$ cat src/rtl/run_pattern_gen.sv
// Bit-serial circular run-pattern generator: builds a W-bit word holding one run of 1s.
// Optional RUN_PATTERN_SELF_CHECK_EN adds a run counter that re-measures the built word.
module run_pattern_gen #(
    parameter int W = 8,
    localparam int LW = $clog2(W + 1),
    localparam int PW = $clog2(W)
) (
    input  logic          clk,
    input  logic          rst_n,
    input  logic          in_valid,
    output logic          in_ready,
    input  logic [LW-1:0] in_len,
    input  logic [PW-1:0] in_pos,
    input  logic          abort,
    output logic          ser_valid,
    output logic          ser_bit,
    output logic [PW-1:0] ser_idx,
    output logic          out_valid,
    input  logic          out_ready,
    output logic [W-1:0]  out_y,
    output logic          out_err,
    output logic [LW-1:0] chk_run,
    output logic          chk_err
);

    typedef enum logic [1:0] {IDLE, BUILD, DONE} state_t;

    state_t        state_q, state_d;
    logic [LW-1:0] len_q;
    logic [PW-1:0] pos_q;
    logic [PW-1:0] idx_q;
    logic          err_q;
    logic [W-1:0]  y_q;
    logic [PW-1:0] diff;
    logic          bit_c;
    logic          accept;
    logic          last;

    // Offset from the run start wraps naturally in PW bits because W is a power of 2.
    assign diff   = idx_q - pos_q;
    assign bit_c  = LW'(diff) < len_q;
    assign accept = (state_q == IDLE) && in_valid && !abort;
    assign last   = (idx_q == PW'(W - 1));

    // NOTE: every signal written here gets a default first so no latch is inferred.
    always_comb begin
        state_d   = state_q;
        in_ready  = 1'b0;
        ser_valid = 1'b0;
        ser_bit   = 1'b0;
        ser_idx   = '0;
        out_valid = 1'b0;
        case (state_q)
            IDLE: begin
                in_ready = 1'b1;
                if (in_valid) state_d = BUILD;
            end
            BUILD: begin
                ser_valid = 1'b1;
                ser_bit   = bit_c;
                ser_idx   = idx_q;
                if (last) state_d = DONE;
            end
            DONE: begin
                out_valid = 1'b1;
                if (out_ready) state_d = IDLE;
            end
            default: state_d = IDLE;
        endcase
        if (abort) state_d = IDLE;
    end

    // NOTE: sequential state uses non-blocking assignments so all registers update together.
    always_ff @(posedge clk or negedge rst_n) begin
        if (!rst_n) state_q <= IDLE;
        else        state_q <= state_d;
    end

    always_ff @(posedge clk or negedge rst_n) begin
        if (!rst_n) begin
            len_q <= '0;
            pos_q <= '0;
            idx_q <= '0;
            err_q <= 1'b0;
            y_q   <= '0;
        end else if (abort) begin
            idx_q <= '0;
            err_q <= 1'b0;
            y_q   <= '0;
        end else if (accept) begin
            len_q <= (in_len > LW'(W)) ? LW'(W) : in_len;
            pos_q <= in_pos;
            err_q <= (in_len > LW'(W));
            idx_q <= '0;
            y_q   <= '0;
        end else if (state_q == BUILD) begin
            y_q[idx_q] <= bit_c;
            idx_q      <= idx_q + 1'b1;
        end
    end

    assign out_y   = y_q;
    assign out_err = err_q;

`ifdef RUN_PATTERN_SELF_CHECK_EN
    logic [LW-1:0] cur_q, max_q, lead_q, chk_run_q;
    logic          lead_open_q, chk_err_q;
    logic [LW-1:0] cur_n, max_n, lead_n, wrap_n, meas;
    logic          lead_open_n;

    // The leading run (from bit 0) is joined to the trailing run to measure wrap-around.
    always_comb begin
        cur_n       = bit_c ? cur_q + 1'b1 : '0;
        max_n       = (cur_n > max_q) ? cur_n : max_q;
        lead_open_n = lead_open_q && bit_c;
        lead_n      = lead_open_n ? lead_q + 1'b1 : lead_q;
        wrap_n      = lead_n + cur_n;
        meas        = max_n;
        if (lead_open_n)        meas = LW'(W);
        else if (wrap_n > max_n) meas = wrap_n;
    end

    always_ff @(posedge clk or negedge rst_n) begin
        if (!rst_n) begin
            cur_q       <= '0;
            max_q       <= '0;
            lead_q      <= '0;
            lead_open_q <= 1'b0;
            chk_run_q   <= '0;
            chk_err_q   <= 1'b0;
        end else if (abort) begin
            cur_q       <= '0;
            max_q       <= '0;
            lead_q      <= '0;
            lead_open_q <= 1'b0;
            chk_run_q   <= '0;
            chk_err_q   <= 1'b0;
        end else if (accept) begin
            cur_q       <= '0;
            max_q       <= '0;
            lead_q      <= '0;
            lead_open_q <= 1'b1;
            chk_run_q   <= '0;
            chk_err_q   <= 1'b0;
        end else if (state_q == BUILD) begin
            cur_q       <= cur_n;
            max_q       <= max_n;
            lead_q      <= lead_n;
            lead_open_q <= lead_open_n;
            if (last) begin
                chk_run_q <= meas;
                chk_err_q <= (meas != len_q);
            end
        end
    end

    assign chk_run = chk_run_q;
    assign chk_err = chk_err_q;
`else
    assign chk_run = '0;
    assign chk_err = 1'b0;
`endif

endmodule

$ cat config.mk
export PLATFORM = sky130hd
export DESIGN_NAME = run_pattern_gen
export DESIGN_NICKNAME = d
export VERILOG_FILES = /design/src/rtl/run_pattern_gen.sv
export SDC_FILE = /design/constraint.sdc
export NUM_CORES = 1
export LEC_CHECK = 0
export BUFFER_PORTS_ARGS = -buffer_cell sky130_fd_sc_hd__buf_2
export CAP_MARGIN = 10
export CELL_PAD_IN_SITES_DETAIL_PLACEMENT = 1
export CELL_PAD_IN_SITES_GLOBAL_PLACEMENT = 1
export CORE_MARGIN = 1.5
export CORE_UTILIZATION = 40
export CTS_BUF_LIST = sky130_fd_sc_hd__clkbuf_4
export CTS_CLUSTER_DIAMETER = 150
export CTS_CLUSTER_SIZE = 28
export DETAILED_ROUTE_END_ITERATION = 10
export HOLD_SLACK_MARGIN = 0.12
export PLACE_DENSITY = 0.84
export SYNTH_ARGS = -nofsm -noshare
export SYNTH_HDL_FRONTEND = slang
export SYNTH_SLANG_ARGS = --single-unit
$ cat constraint.sdc
create_clock -name clk -period 3 [get_ports clk]
set_input_delay 0.45 -clock clk [delete_from_list [all_inputs] [get_ports clk]]
set_output_delay 0.45 -clock clk [all_outputs]
set_load 0.01 [all_outputs]
==> flow_metrics.py <==
metrics = {
    "status": {
        "outcome": "finished, violations left",
        "violations": "DRC",
    },
    "floorplanning": {
        "core-area_um2": 2810,
        "num_io_pins": 33,
        "row_count": 19,
        "die_w_um": 57.8,
        "die_y_um": 57.8,
        "initial_utilization_pct": 42.9,
        "dieArea_um2": 3340,
    },
    "worst_hold_path": {
        "min_path_type": "input port to flip-flop",
        "worstHoldStart": "in_pos[1]",
        "hold_path_depth": 3,
        "hold_end": "pos_q[1]",
    },
    "global_route": {
        "track_usage_pct": 20.4,
        "grt_pass1_vias": 1102,
        "grt_pass1_wl_um": 5210,
        "grt_max_degree": 22,
        "antenna_found_initial": 0,
        "grt.overflow.total": 0,
    },
    "logic_synthesis": {
        "syn_inst": 123,
        "synthDistinctLibCells": 33,
        "yosysSeqAreaShare_pct": 43.7,
        "synthTopCellsByArea": "dfrtp_1 (44%), ha_1 (5.2%), a21oi_1 (4.6%)",
        "yosys.area.top_type_share_pct": 43.7,
        "yosysTopAreaCell": "dfrtp_1",
        "syn_area_um2": 1200,
        "yosys_warnings": 0,
        "synth-seq-cells": 21,
        "avgSynthCellArea_um2": 9.78,
    },
    "final_layout": {
        "layout_common_cells": "buf_2 (27), dfrtp_1 (20), a21oi_1 (11)",
        "final_common_cell": "buf_2",
        "fin_nets": 171,
        "n_antenna_cell": 0,
        "drive_above_1_share_pct": 28.9,
        "fillers": 335,
        "syn2layout_area_growth_pct": 15.1,
    },
    "clocking": {
        "cts_root_buffer": "clkbuf_4",
        "cts_tree": "built",
        "htreeDepth": 1,
        "clock_latency_ps": 300,
        "cts_sinks": 21,
        "numCtsBuffers": 3,
        "path_clk_slew_ps": 120,
        "clockBufferDepth": 2,
    },
    "worst_setup_path": {
        "reg2reg_from": "idx_q[0]",
        "cp.arrival_ps": 2430,
        "cp-startpoint": "idx_q[0]",
        "start_kind": "flip-flop",
        "cp_slowest_stage_delay_ps": 430,
        "crit_fanout": 2,
        "reg2reg_depth": 11,
        "critical_path.cell_chain": "inv_2, ha_1, inv_1, fa_2, xor2_1, xnor2_1, ha_1, a21oi_1, o21ai_1, a21oi_1, buf_2",
        "r2r_setup_slack_ps": 600,
        "timing.rr.end": "out_y[0]",
        "cp_data_required_time_ps": 2550,
        "cp_slowest_cell": "dfrtp_2",
        "critical_path_class": "flip-flop to primary output",
        "critPathCaptureType": "primary output",
    },
    "timing": {
        "fin_crit_ps": 2880,
        "max_freq_mhz": 347,
        "relSlewSlack_pct": 54.1,
        "tightest_slew_ps": 685,
        "setup_viol": 0,
        "finClkSkew_ps": 1.91,
        "setup-tns-final_ps": 0,
        "rsz0062_at_grt": "true",
        "final_hold_viol_count": 0,
        "report.final.slew_viol_count": 0,
        "finalCritPeriodShare_pct": 96.0,
    },
    "route": {
        "wl_um": 2900,
        "drt-initial-drc-count": 37,
        "dr_total_vias": 1017,
        "drc": 4,
        "postRouteAntennaNets": 0,
        "wl_per_cell_um": 15.8,
        "drtPass1Iterations": 7,
        "avgViaCountPerCell": 5.56,
    },
    "place": {
        "place_congestion": 0.757,
        "io_buffers": 27,
        "place_hpwl_um": 2130,
    },
    "power": {
        "finalPower_w": 0.000648,
        "irDropWorstVdd_mv": 0.267,
        "p_leak_nw": 0.674,
        "pwr_density_cell_nw_per_um2": 468,
    },
    "flow_run": {
        "drv_cap": 0,
    },
}
-- worst max path at each step --
stage	depth (start not counted)	endpoint	slack [ps]
2_1_floorplan	10	ser_bit	370
3_3_place_gp	11	ser_bit	410
3_5_place_dp	11	ser_bit	320
4_1_cts	11	ser_bit	50
5_1_grt	11	ser_bit	-40
6_report	11	ser_bit	120
-- kinds of logic after synthesis --
| logic type | after synthesis | share of synthesized area [%] |
|---|---|---|
| adders and majority gates | 6 | 6.87 |
| muxes | 3 | 2.71 |
| AOI/OAI and AO/OA | 31 | 16.2 |
| xor gates and xnor gates | 2 | 1.46 |
| buffers and inverters | 22 | 9.89 |
| and+or+nand+nor | 37 | 18.8 |
| DFF | 21 | 43.7 |
| other | 1 | 0.312 |
-- area by class of cell --
class                           count  area, um2  share of cell area, %
Clock buffer                        4       30.0                   2.17
Inverter                           12       45.0                   3.25
Multi-Input combinational cell     84        576                   41.6
Sequential cell                    21        527                   38.1
Tap cell                           31       38.8                   2.80
Timing Repair Buffer               31        168                   12.1
-- what timing repair did --
item / CTS / global route
pin swaps: 0 / 4
hold buffers: 1 / 0
resized for setup: 1 / 2
endpoints found under the setup margin: 1 / 1
setup buffers: 1 / 0
hold endpoints to repair: 21 / 0
-- report_power, final --
group | switching, W | internal, W
registers | 0.0000163 | 0.000303
clock network | 0.0000894 | 0.0000609
logic | 0.000106 | 0.0000722
-- Yosys cell counts (all sizes together) --
library cell and count:
nor3 9, ha 5, o311ai 1, nor3b 1, nand2 9, and2 3, conb 1, fa 1
a21oi 11, nor2 3, a311oi 2, nand3b 4, inv 12, nor2b 3, nand2b 3, a211oi 6
a31oi 2, a22oi 1, mux2i 1, xor2 1, or3b 1, mux2 2, buf 10, nor4b 1
dfrtp 21, xnor2 1, o21ai 7, a21o 1
-- state kept, by name, indices dropped and copies added, names as in the netlist --
name / count
out_y: 8
len_q: 4
idx_q: 3
pos_q: 3
state_q: 2
out_err: 1
-- metal layers --
layer / GRT usage (%) / up-vias / share of wire, %
met5: 0 / - / 0
met4: 5.98 / 0 / 0.55
met3: 2.23 / 2 / 3.6
met2: 34.4 / 23 / 52
met1: 27.9 / 515 / 44
li1: - / 477 / -
-- worst max-delay path, delay by kind of cell (launching register included) --
family	cells	cell delay (ps)
fa+ha+maj	3	760
compound gates	3	390
flops	1	430
xor+xnor	2	320
buf+inv	3	250
-- stage by stage --
| step | instances | utilization [%] | worst slack, ps | hold WS (ps) | instance area (um2) |
|---|---|---|---|---|---|
| global placement | 177 | 47.5 | 409 | 437 | 1330 |
| floorplan | 127 | - | 368 | 154 | 1220 |
| global route | 183 | 49.3 | -37.6 | 348 | 1380 |
| detailed placement | 177 | 47.5 | 318 | 451 | 1330 |
| finish | 183 | 49.3 | 121 | 351 | 1380 |
| CTS | 183 | 49.2 | 53.2 | 345 | 1380 |
Note: power is estimated with default switching activity, not from simulation.
